[src/rtl/reg_file_2r1w_if.sv]
// ============================================================================
// Module      : reg_file_2r1w_if
// Description : Write port and two read ports of the 2R1W register file.
// Revision    : 1.0 - initial release
// ============================================================================
`default_nettype none

interface reg_file_2r1w_if #(
  parameter int WIDTH  = 32,
  parameter int ADDR_W = 5
);
  logic                 we;
  logic [ADDR_W-1:0]    waddr;
  logic [WIDTH-1:0]     wdata;
  logic [WIDTH/8-1:0]   wbe;
  logic                 re1;
  logic [ADDR_W-1:0]    raddr1;
  logic [WIDTH-1:0]     rdata1;
  logic                 re2;
  logic [ADDR_W-1:0]    raddr2;
  logic [WIDTH-1:0]     rdata2;

  modport master (
    output we, waddr, wdata, wbe, re1, raddr1, re2, raddr2,
    input  rdata1, rdata2
  );

  modport slave (
    input  we, waddr, wdata, wbe, re1, raddr1, re2, raddr2,
    output rdata1, rdata2
  );
endinterface

`default_nettype wire

[src/rtl/reg_file_2r1w.sv]
// ============================================================================
// Module      : reg_file_2r1w
// Description : DEPTH x WIDTH register file, one byte-enabled write port and
//               two registered read ports. Define RF_BYPASS_EN for write-first
//               read-during-write; otherwise reads are read-first.
// Revision    : 1.0 - initial release
// ============================================================================
`default_nettype none

module reg_file_2r1w #(
  parameter int WIDTH    = 32,
  parameter int DEPTH    = 32,
  parameter int ADDR_W   = 5,
  parameter int ZERO_REG = 1
) (
  input  logic            clk,
  input  logic            reset,
  reg_file_2r1w_if.slave  rf
);

  localparam int c_NBYTES = WIDTH / 8;

  logic [WIDTH-1:0] r_mem [DEPTH];
  logic [WIDTH-1:0] r_rdata1;
  logic [WIDTH-1:0] r_rdata2;

  logic             w_waddr_ok;
  logic             w_raddr1_ok;
  logic             w_raddr2_ok;
  logic             w_wr_valid;
  logic [WIDTH-1:0] w_wold;
  logic [WIDTH-1:0] w_wmerged;
  logic [WIDTH-1:0] w_rd1;
  logic [WIDTH-1:0] w_rd2;

  // Register 0 is treated as unaddressable when hardwired to zero.
  always_comb begin
    w_waddr_ok  = (int'(rf.waddr)  < DEPTH) && !((ZERO_REG == 1) && (rf.waddr  == '0));
    w_raddr1_ok = (int'(rf.raddr1) < DEPTH) && !((ZERO_REG == 1) && (rf.raddr1 == '0));
    w_raddr2_ok = (int'(rf.raddr2) < DEPTH) && !((ZERO_REG == 1) && (rf.raddr2 == '0));
    w_wr_valid  = rf.we && w_waddr_ok;
    w_wold      = w_waddr_ok ? r_mem[rf.waddr] : '0;
  end

  generate
    for (genvar gi = 0; gi < c_NBYTES; gi++) begin : g_byte
      assign w_wmerged[8*gi +: 8] = rf.wbe[gi] ? rf.wdata[8*gi +: 8] : w_wold[8*gi +: 8];
    end
  endgenerate

  always_comb begin
    w_rd1 = w_raddr1_ok ? r_mem[rf.raddr1] : '0;
    w_rd2 = w_raddr2_ok ? r_mem[rf.raddr2] : '0;
`ifdef RF_BYPASS_EN
    // A valid write implies a valid read address, so matching is sufficient.
    if (w_wr_valid && (rf.raddr1 == rf.waddr)) begin
      w_rd1 = w_wmerged;
    end
    if (w_wr_valid && (rf.raddr2 == rf.waddr)) begin
      w_rd2 = w_wmerged;
    end
`else
`endif
  end

  always_ff @(posedge clk) begin
    if (!reset) begin
      for (int i = 0; i < DEPTH; i++) begin
        r_mem[i] <= '0;
      end
      r_rdata1 <= '0;
      r_rdata2 <= '0;
    end else begin
      if (w_wr_valid) begin
        r_mem[rf.waddr] <= w_wmerged;
      end
      if (rf.re1) begin
        r_rdata1 <= w_rd1;
      end
      if (rf.re2) begin
        r_rdata2 <= w_rd2;
      end
    end
  end

  assign rf.rdata1 = r_rdata1;
  assign rf.rdata2 = r_rdata2;

endmodule

`default_nettype wire

[src/flat_wrapper.sv]
// flat-port wrapper written by rule: the top's interface ports become plain ports
module reg_file_2r1w_flat 
#(
  parameter int WIDTH    = 32,
  parameter int DEPTH    = 32,
  parameter int ADDR_W   = 5,
  parameter int ZERO_REG = 1
)
  (clk, reset, rf_we, rf_waddr, rf_wdata, rf_wbe, rf_re1, rf_raddr1, rf_re2, rf_raddr2, rf_rdata1, rf_rdata2);
  reg_file_2r1w_if #(.WIDTH(WIDTH), .ADDR_W(ADDR_W)) rf_i ();
  input  logic clk;
  input  logic reset;
  input wire logic [$bits(rf_i.we)-1:0] rf_we;
  input wire logic [$bits(rf_i.waddr)-1:0] rf_waddr;
  input wire logic [$bits(rf_i.wdata)-1:0] rf_wdata;
  input wire logic [$bits(rf_i.wbe)-1:0] rf_wbe;
  input wire logic [$bits(rf_i.re1)-1:0] rf_re1;
  input wire logic [$bits(rf_i.raddr1)-1:0] rf_raddr1;
  input wire logic [$bits(rf_i.re2)-1:0] rf_re2;
  input wire logic [$bits(rf_i.raddr2)-1:0] rf_raddr2;
  output wire logic [$bits(rf_i.rdata1)-1:0] rf_rdata1;
  output wire logic [$bits(rf_i.rdata2)-1:0] rf_rdata2;
  assign rf_i.we = rf_we;
  assign rf_i.waddr = rf_waddr;
  assign rf_i.wdata = rf_wdata;
  assign rf_i.wbe = rf_wbe;
  assign rf_i.re1 = rf_re1;
  assign rf_i.raddr1 = rf_raddr1;
  assign rf_i.re2 = rf_re2;
  assign rf_i.raddr2 = rf_raddr2;
  assign rf_rdata1 = rf_i.rdata1;
  assign rf_rdata2 = rf_i.rdata2;
  reg_file_2r1w #(.WIDTH(WIDTH), .DEPTH(DEPTH), .ADDR_W(ADDR_W), .ZERO_REG(ZERO_REG)) u_core (.clk(clk), .reset(reset), .rf(rf_i));
endmodule
[config.mk]
export PLATFORM = sky130hd
export DESIGN_NAME = reg_file_2r1w_flat
export DESIGN_NICKNAME = d
export VERILOG_FILES = /design/src/rtl/reg_file_2r1w_if.sv /design/src/rtl/reg_file_2r1w.sv /design/src/flat_wrapper.sv
export SDC_FILE = /design/constraint.sdc
export NUM_CORES = 2
export LEC_CHECK = 0
export CAP_MARGIN = 10
export CELL_PAD_IN_SITES_DETAIL_PLACEMENT = 1
export CELL_PAD_IN_SITES_GLOBAL_PLACEMENT = 1
export CORE_MARGIN = 3
export CORE_UTILIZATION = 47
export DETAILED_ROUTE_END_ITERATION = 6
export PLACE_DENSITY = 0.84
export SLEW_MARGIN = 30
export SYNTH_ARGS = -nofsm -noshare
export SYNTH_HDL_FRONTEND = slang
export SYNTH_SLANG_ARGS = --single-unit
export TNS_END_PERCENT = 50
[constraint.sdc]
create_clock -name clk -period 2.31 [get_ports clk]
set_input_delay 0.231 -clock clk [delete_from_list [all_inputs] [get_ports clk]]
set_output_delay 0.231 -clock clk [all_outputs]
set_load 0.03 [all_outputs]
[Word level (Yosys, flattened, before mapping)]
Memory sizes are Yosys's and may differ from the RTL's.
Index checks and enable logic that the tools add are counted.
Operators by class
  order comparisons: 0
  bitwise operators: 0
  eq/ne operators: 4
  shift operators: 0
  muxes and demuxes: 14
  $mul: 0
  reduce and logical (&&, ||, !) cells: 10
  add/sub/neg operators: 0
  div/mod/pow operators: 0
Operators by type and width (number)
  2-to-1 mux 32 bit: 4
  2-to-1 mux 8 bit: 4
  OR reduction 32 bit: 1
  zero test 5 bit: 3
  != test 2 bit (second input constant): 4
  AND reduction 2 bit: 4
  2-to-1 mux 5 bit: 1
  2-to-1 mux 1 bit: 4
  2-to-1 mux 4 bit: 1
  logical AND 1 bit: 1
  zero test 1 bit: 1
Word-level totals
  RAM bits: 1024
  memory bits (read-only): 0
  output and inout bits: 64
  logic and storage cells: 31
  flip-flop bits (word level): 64
  input port bits: 56
  memories kept: 1
  bits in latches: 0
Memories
  u_core.r_mem: depth 32, bits a word 32, read ports 2, clocked after Yosys merged registers in 0, wr ports 32, RTL line reg_file_2r1w.sv:23  | logic [WIDTH-1:0] r_mem [DEPTH];

[Depth between registers and ports, before layout]
  word-level depth: 9
  depth in mapped cells: 8
  depth with buffers taken out: 4

[Worst setup path after synthesis]
No wires, ideal clock.
  kind: input -> register
  start point: input rf_waddr[1]
  end point: memory u_core.r_mem[8][10], enable pin
  stages on the path: 5
  buffers on the path: 2
  data arrival time: 1686 ps
  required time: 1926 ps
  library setup time: 384 ps
  path slack: 239 ps
  cells stage by stage: buf_2 nor2_2 buf_2 nand2_1 o21ai_0
RTL lines
  from (decl): RTL line flat_wrapper.sv:14  | input wire logic [$bits(rf_i.waddr)-1:0] rf_waddr;
  to (decl): RTL line reg_file_2r1w.sv:23

[Worst setup path in the final report]
  start point: register u_core.r_rdata2[16] (netlist: u_core.rf.rdata2[16])
  end point: output rf_rdata2[16]
RTL lines
  from (decl): RTL line reg_file_2r1w.sv:25  | logic [WIDTH-1:0] r_rdata2;
  from (signal assigned): RTL line reg_file_2r1w.sv:81  | r_rdata2 <= w_rd2;
  to (decl): RTL line flat_wrapper.sv:22  | output wire logic [$bits(rf_i.rdata2)-1:0] rf_rdata2;
No word-level cell between the ends.

==> flow_summary.rst <==
.. list-table::
   :header-rows: 1

   * - Metric
     - Value
   * - Gpl congestion
     - 0.933
   * - Count of state elements after synthesis
     - between 1000 and 1500
   * - Portion of total power attributed to sequential cells
     - between 40 and 50%
   * - Detail-routed via count per cell
     - around 7.3
   * - Cell type group with the largest total delay on the critical path
     - buffers and inverters
   * - Transition time at the pin with the least slew margin
     - 0.847 ns
   * - GR Util met1
     - a little over two fifths
   * - Top FF cell, synth
     - sky130_fd_sc_hd__edfxtp_1
   * - Share of total power in combinational logic
     - 13.9%
   * - Clk slew on worst S/H paths
     - about 0.070 ns
   * - Startpoint types
     - register
   * - Initial cell density of the core
     - a little under half
   * - Chip Width
     - around 360 µm
   * - Number of cells on the critical path
     - 1
   * - Floorplan die height
     - ~360 µm
   * - Worst Clk Skew
     - 0.0199 ns
   * - Switching power
     - 12.8 mW
   * - Core Util, Final
     - 56.0%
   * - GRT overflow
     - 0
   * - Final count of hold timing violations
     - 0
   * - Int Power
     - 35.7 mW
   * - Kind of capture point of the worst setup path
     - primary output
   * - Clock power share
     - between 30% and 40%
   * - Met3 track demand over resource in global routing
     - between 10% and 20%
   * - Nets@finish
     - 4531
   * - Count of unresolved DRC violations after routing
     - 0
   * - Leakage component of the power
     - 27.2 nW
   * - Post-synthesis sequential area ratio
     - 55.2%
   * - Routed len/inst
     - 37.7 µm
   * - Finished Layout Cells
     - 6195
   * - Reg2Reg Depth
     - 5
   * - Number of buffers inserted during clock tree synthesis
     - 111
   * - Fraction of power spent switching nets
     - between 20% and 30%
   * - Worst supply voltage drop on vdd
     - ~0.59 mV
   * - Tightest slew margin relative to the limit
     - 43.4%
   * - Clock buffer depth
     - 3
   * - Post-synth EDFFs
     - around 1000
   * - Biggest fanout along the worst timing path
     - 2
   * - Full die area
     - 128000 µm²
   * - Number of detailed-route iterations in the first pass
     - 6
   * - Area of combinational cells with multiple inputs
     - 24000 µm²
   * - Fin Hold WS
     - ~0.17 ns
   * - Combined area of all synthesized cells
     - 58000 µm²
   * - Root buffer selected by CTS
     - sky130_fd_sc_hd__clkbuf_16
   * - Number of buffers added on ports
     - between 100 and 150
   * - FP Rows
     - 128
   * - Worst endpoint required time
     - 2.08 ns
   * - Top Usage Layer GRT
     - met2
   * - Maximum number of pins on one net before global-route repair
     - about 100
   * - Worst hold stages
     - 4
   * - Clock tree from TritonCTS
     - yes
   * - Simple-Gate Fraction of Synth Area
     - between 10% and 20%
   * - Filler Cells Inserted
     - roughly 12000
   * - Share of synthesized area spent on multiplexers
     - 21.1%
   * - Cells along the critical path
     - clkdlybuf4s50_1
   * - Placeable Area
     - 122000 µm²
   * - Worst Hold Class
     - in2reg
   * - Largest incremental delay on the critical path
     - 0.75 ns
   * - MaxCap Viol Count
     - 0
   * - Endpoints failing setup
     - 0
   * - PD cells
     - 710 nW/µm²
   * - DRT antenna net count
     - 0
   * - Number of buffers and inverters on the critical path
     - 1
   * - Deepest level of the CTS H-tree
     - 3
   * - Number of violations reported at the end of detailed-routing iteration 0
     - 7765
   * - Total wire length
     - 234000 µm
   * - Avg Cell Area, Syn
     - 13.9 µm²
   * - Run status
     - finished clean
   * - Share of synthesized cell area in full adder, half adder and majority cells
     - 0%
   * - Achievable Freq
     - around 440 MHz
   * - Max-slew violations
     - 0
   * - Share of flip-flops with an asynchronous set or reset after synthesis
     - 0%
   * - Combinational family with the most area after synthesis
     - multiplexers
   * - Critical path class
     - reg2out
   * - Global-route usage over all layers
     - roughly 36%
   * - Number of distinct library cells after synthesis
     - 47
   * - Number of warning messages in the yosys log
     - 0
   * - Global-route wire length before repair
     - about 330000 µm
   * - Number of antenna violations at the first check in global routing
     - 10
   * - Area growth from synthesis to final layout
     - 18.0%
   * - Via total after detailed routing
     - 45100
   * - Sequential cell area in the final layout
     - between 30000 and 40000 µm²
   * - Clock period minus final worst setup slack
     - approximately 2.3 ns
   * - Compound-gate portion of the synthesized area
     - 5.98%
   * - Total placed cells including tap cells
     - between 5000 and 6000
   * - Clock sink count
     - 1088
   * - Cell type of the slowest stage on the worst timing path
     - sky130_fd_sc_hd__clkdlybuf4s50_1
   * - HPWL Detailed
     - roughly 150000 µm
   * - RSZ-0062 raised after global routing
     - false
   * - Met2 Usage GRT
     - 57.3%
   * - Xor/xnor cell area share of the yosys netlist
     - 0%
   * - Share of layout cells above drive strength 1
     - 25.6%
   * - Post-CTS Setup Repair Bufs
     - 0
   * - Share of the clock period used by the worst path
     - 98.1%
   * - Later-pin clock latency in the skew report
     - roughly 0.72 ns
   * - Post-Synthesis Cells
     - roughly 4200
   * - Critical Path AT
     - 2.03 ns
   * - Number of top-level pins
     - 120
   * - Via count of the first global-routing pass
     - 47300
-- metrics by stage --
step	cell area (µm²)	total power, mW	setup WS (ns)	TNS (ns)
CTS	68400	48.3	0.0597	0
floorplan	58100	27.0	0.239	0
finish	68400	48.6	0.0443	0
global route	68400	49.5	0.0392	0
global placement	64800	29.8	-0.315	-18.19
detailed placement	64900	30.3	-0.338	-73.28
-- logic make-up after synthesis --
| kind of cell | count (synthesis) |
|---|---|
| AO/OA/AOI/OAI | 480 |
| flip-flops | 1088 |
| other | 1 |
| AND/OR/NAND/NOR | 1341 |
| multiplexers | 745 |
| buffers and inverters | 519 |
-- power groups by stage --
| stage | Clock [mW] | Sequential [mW] | Combinational, mW |
|---|---|---|---|
| after floorplan | 0 | 23.6 | 3.39 |
| after global placement | 0 | 23.6 | 6.21 |
| after detailed placement | 0 | 23.8 | 6.46 |
| after CTS | 18.2 | 23.5 | 6.57 |
| after global routing | 19.0 | 23.6 | 6.92 |
| final | 18.3 | 23.5 | 6.77 |
-- state kept, by name, indices dropped and copies added (netlist names) --
name and count:
u_core.rf.rdata1 32, u_core.rf.rdata2 32, u_core.r_mem 1024
-- layout by cell type, fill, tap and decap left out, types with 6 or more instances in the layout --
cell / netlist / layout
sky130_fd_sc_hd__and3_1: 826 / 826
sky130_fd_sc_hd__nor3_1: 7 / 7
sky130_fd_sc_hd__or2_1: 51 / 51
sky130_fd_sc_hd__mux2i_1: 361 / 361
sky130_fd_sc_hd__nand2_1: 110 / 110
sky130_fd_sc_hd__dfxtp_1: 64 / 64
sky130_fd_sc_hd__clkinv_1: 0 / 19
sky130_fd_sc_hd__a221oi_2: 10 / 10
sky130_fd_sc_hd__clkbuf_8: 0 / 11
sky130_fd_sc_hd__o311ai_1: 64 / 64
sky130_fd_sc_hd__buf_4: 26 / 441
sky130_fd_sc_hd__a21oi_1: 88 / 88
sky130_fd_sc_hd__buf_12: 0 / 111
sky130_fd_sc_hd__clkbuf_1: 374 / 27
sky130_fd_sc_hd__buf_8: 0 / 6
sky130_fd_sc_hd__bufinv_16: 0 / 9
sky130_fd_sc_hd__or2_0: 10 / 10
sky130_fd_sc_hd__nor2b_1: 33 / 25
sky130_fd_sc_hd__and2_1: 197 / 194
sky130_fd_sc_hd__clkbuf_16: 0 / 113
sky130_fd_sc_hd__edfxtp_1: 1024 / 1024
sky130_fd_sc_hd__mux4_2: 384 / 384
sky130_fd_sc_hd__nor2_1: 74 / 47
sky130_fd_sc_hd__nor2_2: 1 / 22
sky130_fd_sc_hd__nor2b_4: 0 / 8
sky130_fd_sc_hd__a22oi_1: 128 / 128
sky130_fd_sc_hd__conb_1: 1 / 32
sky130_fd_sc_hd__diode_2: 0 / 6
sky130_fd_sc_hd__clkinv_2: 0 / 19
sky130_fd_sc_hd__nand3_1: 8 / 6
sky130_fd_sc_hd__a21boi_0: 22 / 22
sky130_fd_sc_hd__nor2_4: 0 / 6
sky130_fd_sc_hd__a211oi_1: 23 / 23
sky130_fd_sc_hd__o21ai_0: 83 / 82
sky130_fd_sc_hd__a221oi_1: 7 / 7
sky130_fd_sc_hd__clkdlybuf4s50_1: 0 / 109
sky130_fd_sc_hd__a32o_1: 47 / 47
-- path summary, 6_finish.rpt --
check / startpoint / endpoint / slack, ns
min reg2reg: u_core.rf.rdata2[4]$_SDFFE_PN0P_ / u_core.rf.rdata2[4]$_SDFFE_PN0P_ / 0.52
max reg2reg: u_core.r_mem[10][22]$_SDFFCE_PN0P_ / u_core.rf.rdata2[22]$_SDFFE_PN0P_ / 0.38
min: rf_raddr2[2] / u_core.rf.rdata2[29]$_SDFFE_PN0P_ / 0.17
max: u_core.rf.rdata2[16]$_SDFFE_PN0P_ / rf_rdata2[16] / 0.04
-- cell type report --
type,instances,share of cell area [%]
flip-flops and latches,1088,46.8
multi-input cells,2598,35.1
repair buffers,672,9.92
clock buffers,151,4.50
well taps,1625,2.97
clock inverters,51,0.684
inverters,4,0.0219
diodes,6,0.0219
-- repair_timing --
item / 4_1_cts / 5_1_grt
hold buffers: 0 / 0
gates resized for setup: 1 / 0
endpoints found under the setup margin: 1 / 0
-- metal layers --
metal,part of all wire (%),vias to the layer above
met4,7.2,10
met5,0.030,-
met2,46,4278
met1,32,22600
met3,14,1099
li1,-,17100
-- Yosys cell counts, types with 8 or more instances --
| cell type | count | area [µm²] |
|---|---|---|
| sky130_fd_sc_hd__a211oi_1 | 23 | 173 |
| sky130_fd_sc_hd__a21boi_0 | 22 | 165 |
| sky130_fd_sc_hd__a21oi_1 | 88 | 440 |
| sky130_fd_sc_hd__a221oi_2 | 10 | 150 |
| sky130_fd_sc_hd__a22oi_1 | 128 | 961 |
| sky130_fd_sc_hd__a32o_1 | 47 | 470 |
| sky130_fd_sc_hd__and2_1 | 197 | 1230 |
| sky130_fd_sc_hd__and3_1 | 826 | 5170 |
| sky130_fd_sc_hd__buf_2 | 97 | 485 |
| sky130_fd_sc_hd__buf_4 | 26 | 195 |
| sky130_fd_sc_hd__buf_6 | 12 | 135 |
| sky130_fd_sc_hd__clkbuf_1 | 374 | 1400 |
| sky130_fd_sc_hd__dfxtp_1 | 64 | 1280 |
| sky130_fd_sc_hd__edfxtp_1 | 1024 | 30700 |
| sky130_fd_sc_hd__mux2i_1 | 361 | 3610 |
| sky130_fd_sc_hd__mux4_2 | 384 | 8650 |
| sky130_fd_sc_hd__nand2_1 | 110 | 413 |
| sky130_fd_sc_hd__nand3_1 | 8 | 40.0 |
| sky130_fd_sc_hd__nor2_1 | 74 | 278 |
| sky130_fd_sc_hd__nor2b_1 | 33 | 206 |
| sky130_fd_sc_hd__o21ai_0 | 83 | 415 |
| sky130_fd_sc_hd__o311ai_1 | 64 | 561 |
| sky130_fd_sc_hd__or2_0 | 10 | 62.6 |
| sky130_fd_sc_hd__or2_1 | 51 | 319 |
Note: power is estimated with default switching activity, not from simulation.
